**src/rtl/seg_scan_decoder_if.sv**
```systemverilog
// Scan-bus interface between a seven-segment display driver and its readback decoder.
// The decoder side (slave) samples an/seg and reports the reconstructed digits.
interface seg_scan_decoder_if;
  logic [3:0] an;
  logic [7:0] seg;
  logic [3:0] digit0;
  logic [3:0] digit1;
  logic [3:0] digit2;
  logic [3:0] digit3;
  logic [3:0] digit_valid;
  logic       frame_done;
  logic       err_multi_an;
  logic       stale;

  modport master (
    output an, seg,
    input  digit0, digit1, digit2, digit3, digit_valid, frame_done, err_multi_an, stale
  );

  modport slave (
    input  an, seg,
    output digit0, digit1, digit2, digit3, digit_valid, frame_done, err_multi_an, stale
  );
endinterface

```
**src/rtl/seg_scan_decoder.sv**
```systemverilog
// Readback decoder for a multiplexed 4-digit seven-segment scan bus: captures each
// stable scan slot, flags multi-anode slots, reports complete frames and staleness.
module seg_scan_decoder #(
  parameter int SETTLE_CYCLES = 4,
  parameter int TIMEOUT       = 4000
) (
  input  logic               clk,
  input  logic               rst,
  seg_scan_decoder_if.slave  bus
);

  localparam logic [7:0]  SETTLE = 8'(SETTLE_CYCLES);
  localparam logic [20:0] TMO    = 21'(TIMEOUT);

  logic [11:0] sync1;
  logic [11:0] a_s;
  logic [11:0] a_q;
  logic [7:0]  cnt;
  logic [20:0] tcnt;
  logic [3:0]  seen;
  logic [3:0]  digit_q [4];
  logic [3:0]  valid_q;
  logic        frame_done_q;
  logic        err_q;
  logic        stale_q;

  logic        capture;
  logic [3:0]  value;
  logic [3:0]  hit;
  logic        multi;
  logic        frame_edge;
  logic        timeout_hit;

  // Capture fires exactly once, on the edge the stability counter reaches SETTLE.
  always_comb begin
    capture     = (a_s == a_q) && (cnt == SETTLE - 8'd1);
    frame_edge  = (seen == 4'hF);
    timeout_hit = !frame_edge && (tcnt == TMO - 21'd1);
    hit         = 4'h0;
    multi       = 1'b0;
    if (capture) begin
      if ($onehot(~a_s[11:8]))
        hit = ~a_s[11:8];
      else if (a_s[11:8] != 4'hF)
        multi = 1'b1;
    end
  end

  // Active-low segment patterns; dp (bit 7) plays no part in the value.
  always_comb begin
    case (a_s[6:0])
      7'h40:   value = 4'd0;
      7'h79:   value = 4'd1;
      7'h24:   value = 4'd2;
      7'h30:   value = 4'd3;
      7'h19:   value = 4'd4;
      7'h12:   value = 4'd5;
      7'h02:   value = 4'd6;
      7'h78:   value = 4'd7;
      7'h00:   value = 4'd8;
      7'h10:   value = 4'd9;
      7'h7F:   value = 4'd10;
      default: value = 4'd15;
    endcase
  end

  always_ff @(posedge clk) begin
    if (rst) begin
      sync1        <= 12'hFFF;
      a_s          <= 12'hFFF;
      a_q          <= 12'hFFF;
      cnt          <= 8'd0;
      tcnt         <= 21'd0;
      seen         <= 4'h0;
      valid_q      <= 4'h0;
      frame_done_q <= 1'b0;
      err_q        <= 1'b0;
      stale_q      <= 1'b0;
      for (int n = 0; n < 4; n++) digit_q[n] <= 4'hF;
    end else begin
      sync1 <= {bus.an, bus.seg};
      a_s   <= sync1;
      a_q   <= a_s;

      if (a_s != a_q)
        cnt <= 8'd0;
      else if (cnt < SETTLE)
        cnt <= cnt + 8'd1;

      for (int n = 0; n < 4; n++)
        if (hit[n]) digit_q[n] <= value;

      // A completed mask is reported one edge later and cleared on that same edge.
      seen         <= (frame_edge ? 4'h0 : seen) | hit;
      frame_done_q <= frame_edge;
      err_q        <= multi;

      if (frame_edge)
        tcnt <= 21'd0;
      else if (tcnt < TMO)
        tcnt <= tcnt + 21'd1;

      if (frame_edge)
        stale_q <= 1'b0;
      else if (timeout_hit)
        stale_q <= 1'b1;

      valid_q <= timeout_hit ? 4'h0 : (valid_q | hit);
    end
  end

  assign bus.digit0       = digit_q[0];
  assign bus.digit1       = digit_q[1];
  assign bus.digit2       = digit_q[2];
  assign bus.digit3       = digit_q[3];
  assign bus.digit_valid  = valid_q;
  assign bus.frame_done   = frame_done_q;
  assign bus.err_multi_an = err_q;
  assign bus.stale        = stale_q;

endmodule
```
**src/flat_wrapper.sv**
```systemverilog
// flat-port wrapper written by rule: the top's interface ports become plain ports
module seg_scan_decoder_flat 
#(
  parameter int SETTLE_CYCLES = 4,
  parameter int TIMEOUT       = 4000
)
  (clk, rst, bus_an, bus_seg, bus_digit0, bus_digit1, bus_digit2, bus_digit3, bus_digit_valid, bus_frame_done, bus_err_multi_an, bus_stale);
  seg_scan_decoder_if bus_i ();
  input  logic clk;
  input  logic rst;
  input wire logic [$bits(bus_i.an)-1:0] bus_an;
  input wire logic [$bits(bus_i.seg)-1:0] bus_seg;
  output wire logic [$bits(bus_i.digit0)-1:0] bus_digit0;
  output wire logic [$bits(bus_i.digit1)-1:0] bus_digit1;
  output wire logic [$bits(bus_i.digit2)-1:0] bus_digit2;
  output wire logic [$bits(bus_i.digit3)-1:0] bus_digit3;
  output wire logic [$bits(bus_i.digit_valid)-1:0] bus_digit_valid;
  output wire logic [$bits(bus_i.frame_done)-1:0] bus_frame_done;
  output wire logic [$bits(bus_i.err_multi_an)-1:0] bus_err_multi_an;
  output wire logic [$bits(bus_i.stale)-1:0] bus_stale;
  assign bus_i.an = bus_an;
  assign bus_i.seg = bus_seg;
  assign bus_digit0 = bus_i.digit0;
  assign bus_digit1 = bus_i.digit1;
  assign bus_digit2 = bus_i.digit2;
  assign bus_digit3 = bus_i.digit3;
  assign bus_digit_valid = bus_i.digit_valid;
  assign bus_frame_done = bus_i.frame_done;
  assign bus_err_multi_an = bus_i.err_multi_an;
  assign bus_stale = bus_i.stale;
  seg_scan_decoder #(.SETTLE_CYCLES(SETTLE_CYCLES), .TIMEOUT(TIMEOUT)) u_core (.clk(clk), .rst(rst), .bus(bus_i));
endmodule
```
**config.mk**
```make
export PLATFORM = sky130hd
export DESIGN_NAME = seg_scan_decoder_flat
export DESIGN_NICKNAME = d
export VERILOG_FILES = /design/src/rtl/seg_scan_decoder_if.sv /design/src/rtl/seg_scan_decoder.sv /design/src/flat_wrapper.sv
export SDC_FILE = /design/constraint.sdc
export NUM_CORES = 1
export LEC_CHECK = 0
export ABC_AREA = 1
export BUFFER_PORTS_ARGS = -buffer_cell sky130_fd_sc_hd__buf_2
export CAP_MARGIN = 20
export CORE_MARGIN = 3
export CORE_UTILIZATION = 58
export DETAILED_ROUTE_END_ITERATION = 6
export GPL_TIMING_DRIVEN = 1
export HOLD_SLACK_MARGIN = 0.12
export MAX_ROUTING_LAYER = met4
export PLACE_DENSITY = 0.76
export SLEW_MARGIN = 20
export SYNTH_ARGS = -nofsm -noshare
export SYNTH_HDL_FRONTEND = slang
export SYNTH_SLANG_ARGS = --single-unit
```
**constraint.sdc**
```tcl
create_clock -name clk -period 3.3 [get_ports clk]
set_clock_uncertainty 0.1 [all_clocks]
set_input_delay 0 -clock clk [delete_from_list [all_inputs] [get_ports clk]]
set_output_delay 0 -clock clk [all_outputs]
set_load 0.05 [all_outputs]
```
==> results_dict.tcl, run 1 <==
set metrics [dict create \
    die_w_um 85.4 \
    powerDensity_nw_per_um2 495 \
    syn_area_per_cell_um2 8.34 \
    synthesis.nets 460 \
    hp-class "in -> reg" \
    ctsHtreeMaxLevel 3 \
    io_pins 37 \
    fmax_mhz 377 \
    worstSetupStartpointType "flip-flop" \
    first_pass_iters 4 \
    gp_congestion 0.842 \
    critPathMaxStageDelay_ns 0.42 \
    period_share 0.803 \
    cp_cell_sequence "inv_1, ha_1, ha_1, fa_1, nand3b_1, nor2_1, nand4_1, nor2_2, nand2_1" \
    clk_pin_slew_ns 0.09 \
    synth_edf_count 16 \
    cp-end-kind "flip-flop" \
    place_hpwl_mm 4.50 \
    ys.flop_type "dfxtp_1" \
    worst_pin_slew_ns 0.560 \
    route.vias.total 2759 \
    ir_drop_mv 0.319 \
    num_rows 28 \
    drt_iter0_markers 140 \
    grt-ovfl-total 0 \
    slew-limit-headroom 0.626 \
    critPathKind "reg -> reg" \
    dieArea_um2 7290 \
    drc 0 \
    syn_inst 438 \
    crit_path_max_fanout 5 \
    p_leak_uw 0.00185 \
    avgRoutedWirePerCell_um 11.3 \
    grt_use_total 0.196 \
    maxCapViolCount 0 \
    grt_setup_unrepaired "no" \
    status "finished clean" \
    cts_tree "yes" \
    synth-seq-cells 92 \
    ctsResizeCount 0 \
    clk_latency_ns 0.36 \
    grtUsageMet1 0.239 \
    grt_use_met2 0.302 \
    die_h_um 85.4 \
    finalSetupViolCount 0 \
    grt_pass1_wl_mm 11.0 \
    crit_family "adder cells" \
    cp_data_arrival_time_ns 2.66 \
    wl_mm 6.46 \
    yosys.area.top_type "dfxtp_1" \
    top_usage_layer "met2" \
    nets 513 \
    path_common_cell "ha_1" \
    via_per_inst 4.83 \
    cts_sinks 92 \
    finalSetupTns_ns 0 \
    cts_buffer_depth 2 \
    post_cts_buffers 0 \
    path_buf_inv 1 \
    finalCoreUtilization 0.703 \
    layout_commonest_cell "nand2_1" \
    grt_pass1_vias 2586 \
    synth.area.top_cells "dfxtp_1 (42%), edfxtp_1 (13%), nand2_1 (12%)" \
    area_growth_pct 16.0 \
    critPathSlowestCell "fa_1" \
    seq_area_frac_synth 0.548 \
    root_buffer "clkbuf_8" \
    synth_area_um2 3650 \
    core_um2 6030 \
    ant_nets 0 \
    cts_hold_buf 13 \
    critPathRequiredTime_ns 3.31 \
    fin_crit_ns 2.65 \
    finalMaxSlewViolations 0 \
    grt_max_degree 37 \
    async_flop_share 0 \
    grt_antenna_before_repair 0 \
    start_util 0.606 \
    mostFrequentLayoutCells "nand2_1 (115), dfxtp_1 (76), inv_1 (53), nor2_1 (45), buf_2 (36)" \
    cts_buffers 9 \
    diodes 0 \
    yosysWarnings 0 \
    ys_types 29 \
    num-fill-cells 468 \
    synth_top_area_frac 0.416 \
    port_buffers 36 \
    drive_above_1_share 0.183 \
    hold_viol_final 0 \
    gr-usage-met3 0.0534 \
]
==> worst register-to-register path, cell delays in order (launching register included) <==
cell      delay [ns]
dfxtp_1         0.38
inv_1           0.10
ha_1            0.31
ha_1            0.21
fa_1            0.42
nand3b_1        0.24
nor2_1          0.13
nand4_1         0.21
nor2_2          0.23
nand2_1         0.09
==> final timing paths <==
path	startpoint	end	slack, ns	depth (start not counted)
hold reg to reg	u_core.sync1[3]	u_core.a_s[3]	0.31	1
setup / recovery	u_core.a_s[10]	u_core.digit_q[1][3]	0.65	9
hold / removal	bus_seg[6]	u_core.sync1[6]	0.25	3
setup reg to reg	u_core.a_s[10]	u_core.digit_q[1][3]	0.65	9
==> per-layer routing <==
layer / share of wire / vias up
li1: - / 1462
met5: 0 / -
met4: 0.011 / 0
met2: 0.46 / 77
met3: 0.072 / 7
met1: 0.45 / 1213
==> synth_stat cells (8+ instances only) <==
master,instances
dfxtp_1,76
nand4_1,12
or2_2,26
xnor2_1,8
inv_1,53
a21oi_1,18
o21ai_0,9
nand2_1,115
nand3_1,11
edfxtp_1,16
nor2_1,45
==> sequential cells by signal, indices dropped and copies added (netlist names) <==
name and cells:
u_core.seen 4, u_core.a_s 12, u_core.a_q 12, u_core.bus.err_multi_an 1
u_core.bus.stale 1, u_core.cnt 8, u_core.bus.frame_done 1, u_core.tcnt 21
u_core.sync1 12, u_core.bus.digit_valid 4, u_core.digit_q 16
==> through the flow <==
stage	hold slack (ns)	area, um^2	setup slack, ns	power (uW)	cells
floorplan	0.00381	3650	0.926	1280	438
global placement	0.0819	3900	0.756	1310	542
detailed placement	0.0853	3900	0.692	1320	542
CTS	0.243	4240	0.649	2100	571
global route	0.241	4240	0.425	2170	571
finish	0.249	4240	0.651	2100	571
==> layout make-up <==
cell class | count | area [um^2] | share of cell area
clock inverters | 6 | 78.8 | 0.0186
well taps | 75 | 93.8 | 0.0221
repair buffers | 51 | 325 | 0.0767
flip-flops and latches | 92 | 2000 | 0.472
multi-input cells | 278 | 1390 | 0.328
inverters | 59 | 221 | 0.0522
clock buffers | 10 | 128 | 0.0301
==> cell families (layout without fill, tap and decap cells) <==
logic type / count (synthesis) / count (layout) / synth area share
AO/OA/AOI/OAI: 29 / 29 / 0.0411
XOR/XNOR: 12 / 12 / 0.0288
adder cells (fa/ha/maj): 8 / 8 / 0.0295
buffers and inverters: 68 / 126 / 0.0716
flip-flops: 92 / 92 / 0.548
AND/OR/NAND/NOR: 229 / 229 / 0.281
==> where the power goes <==
part           switching, uW  internal (uW)  total, uW
Clock                    378            419        797
Sequential              13.8           1160       1170
Combinational           75.2           52.4        128
Total                    467           1630       2100
(Power assumes the default switching activity.)
==> inputs of run 2 (changes only) <==
- CORE_UTILIZATION: 58 -> 52
- PLACE_DENSITY: 0.76 -> 0.71
- clock period: 3.3 -> 2.4 ns (I/O delays scaled with it)
==> run 2 against run 1 <==
Sequential cell count is the same. Maximum frequency grew 10%. Clock-buffer cell count is the same. Hold slack gained 0.0023 ns. Sequential share of layout area shrank 2.4 points. Die area grew 11%. Critical path depth is the same. Final cell count grew 6.1%. First-iteration DRC count shrank 26%. Largest power group unchanged.
==> results_dict.tcl, run 2 (same netlist as run 1, synthesis figures left out) <==
set metrics [dict create \
    status "finished clean" \
    reg2reg_from "u_core.a_s[8]" \
    mostFrequentLayoutCells "nand2_1 (114), dfxtp_1 (72), inv_1 (49), nor2_1 (45), buf_2 (36)" \
    ctsHtreeMaxLevel 3 \
    rrSetupSlack_ns 0.002 \
    cp-end-kind "flip-flop" \
    hold_viol_final 0 \
    die_h_um 89.8 \
    grt_use_total 0.187 \
    design_area_um2 4480 \
    cp-startpoint "u_core.a_s[8]" \
    port_buffers 36 \
    dieArea_um2 8070 \
    grt_setup_unrepaired "yes" \
    fin_crit_ns 2.40 \
    dp_slack_ns -0.0795 \
    fmax_mhz 417 \
    critPathMaxStageDelay_ns 0.43 \
    via_per_inst 4.66 \
    grt_pass1_vias 2685 \
    worstRegToRegCells 9 \
    wl_mm 6.67 \
    finalSetupViolCount 0 \
    area_growth_pct 22.6 \
    cp_cell_sequence "inv_2, ha_4, ha_4, fa_1, nand3b_1, nor2_1, nand4_1, nor2_2, nand2_1" \
    num_rows 29 \
    worst_pin_slew_ns 0.430 \
    first_pass_iters 4 \
    grt_max_degree 36 \
    num-fill-cells 532 \
    slew-limit-headroom 0.713 \
    reg_top3 "u_core.tcnt (21), u_core.digit_q (16)" \
    nets 530 \
    maxCapViolCount 0 \
    diodes 0 \
    p_leak_uw 0.00192 \
    cp_data_arrival_time_ns 2.40 \
    crit_path_end "u_core.digit_q[0][1]" \
    die_w_um 89.8 \
    drive_above_1_share 0.248 \
    crit_path_max_fanout 5 \
    largest_reg_flops 21 \
    route.vias.total 2826 \
    gp_congestion 0.874 \
    grt_pass1_wl_mm 11.9 \
    grt_antenna_before_repair 0 \
    cts_buffers 9 \
    r2r-end "u_core.digit_q[0][1]" \
    critPathSlowestCell "fa_1" \
    critPathRequiredTime_ns 2.41 \
    drt_iter0_markers 103 \
    path_common_cell "ha_4" \
    power_uw 2930 \
    layout_commonest_cell "nand2_1" \
    finalSetupTns_ns 0 \
    finalMaxSlewViolations 0 \
    ant_nets 0 \
    finalCoreUtilization 0.682 \
    clk_pin_slew_ns 0.10 \
    cts_sinks 92 \
    clk_latency_ns 0.36 \
    regMostFlops "u_core.tcnt" \
    grt-ovfl-total 0 \
    core_um2 6570 \
    place_hpwl_mm 4.65 \
    powerDensity_nw_per_um2 655 \
    cts_tree "yes" \
    min-delay-start "bus_seg[0]" \
    worstSetupStartpointType "flip-flop" \
    critPathKind "reg -> reg" \
    io_pins 37 \
    period_share 0.999 \
    setup_ws_ns 0.00165 \
    ir_drop_mv 0.561 \
    drc 0 \
    root_buffer "clkbuf_8" \
    placed_cell_area_um2 4020 \
    avgRoutedWirePerCell_um 11.0 \
    start_util 0.556 \
    cts_buffer_depth 2 \
    hp-class "in -> reg" \
]
-- run 2: layer usage --
metal,wire length (um),track usage,up-vias
li1,-,-,1496
met1,3080,0.221,1267
met2,3270,0.306,54
met3,232,0.0459,9
met4,87,0.0805,0
met5,0,-,-
-- run 2: worst min path at each step --
stage	endpoint	slack [ns]	depth (start not counted)
finish	u_core.sync1[0]	0.25	3
global placement	u_core.sync1[0]	0.08	2
CTS	u_core.sync1[5]	0.24	3
floorplan	u_core.sync1[0]	0.004	1
global route	u_core.sync1[4]	0.23	3
detailed placement	u_core.sync1[3]	0.08	2
-- run 2: stage by stage --
stage	instances	hold slack, ns
3_5_place_dp	572	0.0840
2_1_floorplan	438	0.00381
4_1_cts	605	0.237
3_3_place_gp	572	0.0820
6_report	606	0.251
5_1_grt	606	0.233
-- run 2: report_power, final --
group          total (uW)  switching (uW)  internal [uW]
sequential           1610            18.3           1600
clock                1120             558            563
combinational         200             112           87.2
-- run 2: critical path: cells and delay by family (launching register included) --
family / cells / cell delay (ns)
adders and majority gates: 3 / 0.82
DFF: 1 / 0.34
and+or+nand+nor: 5 / 0.83
buffers and inverters: 1 / 0.05
-- run 2: what timing repair did --
| action | 4_1_cts | 5_1_grt |
|---|---|---|
| endpoints found under the setup margin | 32 | 40 |
| resized for setup | 10 | 13 |
| hold buffers | 15 | 0 |
| endpoints found under the hold margin | 19 | 0 |
| pin swaps | 8 | 6 |
| setup buffers | 2 | 1 |
-- run 2: area by class of cell --
| class | instances | area (um^2) | area share |
|---|---|---|---|
| tap | 93 | 116 | 0.0260 |
| timing repair buffer | 68 | 462 | 0.103 |
| inverter | 59 | 221 | 0.0494 |
| clock buffer | 10 | 149 | 0.0332 |
| sequential | 92 | 2010 | 0.448 |
| clock inverter | 6 | 75.1 | 0.0168 |
| multi-input combinational | 278 | 1450 | 0.323 |
==> inputs of run 3 (changes only) <==
- ABC_AREA: 1 -> not set
- PLACE_DENSITY: 0.71 -> 0.72
==> run 3 against run 2 <==
The run now ends with setup timing left. Die area shrank 0.96%. Final cell count fell by 19%. Largest cell class unchanged. Clock power about the same. Core utilization increased by 1.6 points. Synthesized cell count down 24%. Maximum frequency down 8.0%. Hold slack better by 0.0041 ns. Critical path type unchanged. Critical path depth increased by 1. Synthesized area decreased by 1.0%. Critical endpoint is now u_core.digit_q[0][0].
==> results_dict.tcl, run 3 <==
set metrics [dict create \
    drc 0 \
    start_util 0.554 \
    grt_antenna_before_repair 0 \
    cp_cell_sequence "inv_2, ha_4, ha_4, fa_1, nor3b_2, nand3_2, buf_6, nor3_1, buf_4, nand2b_1" \
    clk_pin_slew_ns 0.09 \
    dieArea_um2 7990 \
    critPathSlowestCell "fa_1" \
    first_pass_iters 4 \
    ys_top_cells_by_count "dfxtp_1 (76), or2_2 (37), nor2_1 (25), edfxtp_1 (16), nor3_1 (14)" \
    finalCoreUtilization 0.698 \
    via_per_inst 5.15 \
    hp-class "in -> reg" \
    power_uw 2970 \
    cp-end-kind "flip-flop" \
    path_common_cell "ha_4" \
    ys.flop_type "dfxtp_1" \
    cp_data_arrival_time_ns 2.62 \
    register_area_um2 2010 \
    crit_path_max_fanout 5 \
    ant_nets 0 \
    multiInputGateArea_um2 1660 \
    largest_reg_flops 21 \
    clk_latency_ns 0.35 \
    status "finished, violations left" \
    ctsHtreeMaxLevel 3 \
    design_area_um2 4560 \
    powerDensity_nw_per_um2 651 \
    rrSetupSlack_ns -0.21 \
    die_w_um 89.4 \
    core_um2 6530 \
    yosysMostFrequentCell "dfxtp_1" \
    period_share 1.09 \
    syn_inst 335 \
    cts_buffer_depth 2 \
    finalMaxSlewViolations 0 \
    grt-ovfl-total 0 \
    critPathMaxStageDelay_ns 0.44 \
    die_h_um 89.4 \
    crit_family "adder cells" \
    grt_max_degree 30 \
    worstSetupStartpointType "flip-flop" \
    yosysWarnings 0 \
    route.vias.total 2511 \
    syn_area_per_cell_um2 10.8 \
    wl_mm 6.66 \
    grt_setup_unrepaired "yes" \
    synth_area_um2 3620 \
    mostFrequentLayoutCells "dfxtp_1 (72), or2_2 (37), buf_2 (36), nor2_1 (25), buf_4 (22)" \
    cts_buffers 9 \
    seq_area_frac_synth 0.554 \
    cts_sinks 92 \
    grt_use_total 0.189 \
    fin_crit_ns 2.61 \
    worst_pin_slew_ns 0.713 \
    maxCapViolCount 0 \
    setup_ws_ns -0.207 \
    grt_pass1_vias 2532 \
    cts_tree "yes" \
    fmax_mhz 384 \
    placed_cell_area_um2 4030 \
    regMostFlops "u_core.tcnt" \
    place_hpwl_mm 4.51 \
    finalSetupViolCount 38 \
    drt_iter0_markers 86 \
    diodes 0 \
    async_flop_share 0 \
    synth.area.top_cells "dfxtp_1 (42%), edfxtp_1 (13%), or2_2 (6.4%)" \
    num-fill-cells 501 \
    critPathKind "reg -> reg" \
    reg_top3 "u_core.tcnt (21), u_core.digit_q (16)" \
    synthesis.nets 357 \
    gp_congestion 0.832 \
    layout_commonest_cell "dfxtp_1" \
    ys_types 50 \
    hold_viol_final 0 \
    synth_top_area_frac 0.421 \
    grt_pass1_wl_mm 11.2 \
    avgRoutedWirePerCell_um 13.6 \
    port_buffers 36 \
    nets 428 \
    yosys.area.top_type "dfxtp_1" \
    num_rows 29 \
    synth_edf_count 16 \
    slew-limit-headroom 0.524 \
    critPathRequiredTime_ns 2.41 \
    ir_drop_mv 0.513 \
    path_buf_inv 3 \
    violations "setup timing" \
    area_growth_pct 26.1 \
    root_buffer "clkbuf_8" \
    dp_slack_ns -0.286 \
    p_leak_uw 0.00175 \
    synth-seq-cells 92 \
    io_pins 37 \
    drive_above_1_share 0.367 \
]
run 3: worst register-to-register path, stage by stage, from the launching register on:
cell and delay (ns):
dfxtp_4 0.35, inv_2 0.04, ha_4 0.23, ha_4 0.15
fa_1 0.44, nor3b_2 0.24, nand3_2 0.13, buf_6 0.14
nor3_1 0.30, buf_4 0.19, nand2b_1 0.06
run 3: where the power goes:
part           switching, uW  internal (uW)  leakage [uW]
logic                    103            103      0.000906
clock network            549            599      0.000112
registers               19.2           1590      0.000728
total                    671           2300       0.00175
run 3: per-layer routing:
metal  track usage  routed length (um)  part of all wire
met2         0.309                3220              0.48
met4        0.0771                 131             0.020
met5             -                   0                 0
met3        0.0387                 189             0.028
met1         0.227                3120              0.47
run 3: layout make-up:
| cell class | instances | share of cell area |
|---|---|---|
| Sequential cell | 92 | 0.441 |
| Multi-Input combinational cell | 219 | 0.364 |
| Timing Repair Buffer | 77 | 0.119 |
| Clock buffer | 10 | 0.0280 |
| Tap cell | 77 | 0.0211 |
| Clock inverter | 6 | 0.0203 |
| Inverter | 7 | 0.00631 |
run 3: kinds of logic after synthesis:
| logic type | synth area share |
|---|---|
| xor+xnor | 0.0606 |
| compound gates | 0.0664 |
| flops | 0.554 |
| simple gates | 0.253 |
| mux | 0.00277 |
| fa+ha+maj | 0.0298 |
| buf+inv | 0.0336 |
run 3: final timing paths:
check                   from                    to  depth (start not counted)
max            u_core.a_s[8]  u_core.digit_q[0][0]                         10
min                bus_an[2]      u_core.sync1[10]                          3
max reg2reg    u_core.a_s[8]  u_core.digit_q[0][0]                         10
min reg2reg  u_core.sync1[0]         u_core.a_s[0]                          1
run 3: through the flow:
| step | cells | hold slack (ns) | TNS (ns) |
|---|---|---|---|
| after global placement | 452 | 0.0820 | -4.62 |
| final | 488 | 0.255 | -4.04 |
| after floorplan | 335 | 0.00381 | -5.71 |
| after CTS | 485 | 0.234 | -5.49 |
| after global routing | 488 | 0.249 | -9.59 |
| after detailed placement | 452 | 0.0840 | -6.87 |
run 3: repair_timing:
action	in CTS	in global routing
hold endpoints to repair	23	0
setup buffers	3	3
pin swaps	9	8
hold buffers	14	0
endpoints found under the setup margin	35	40
gates resized for setup	16	10
cloned	0	0
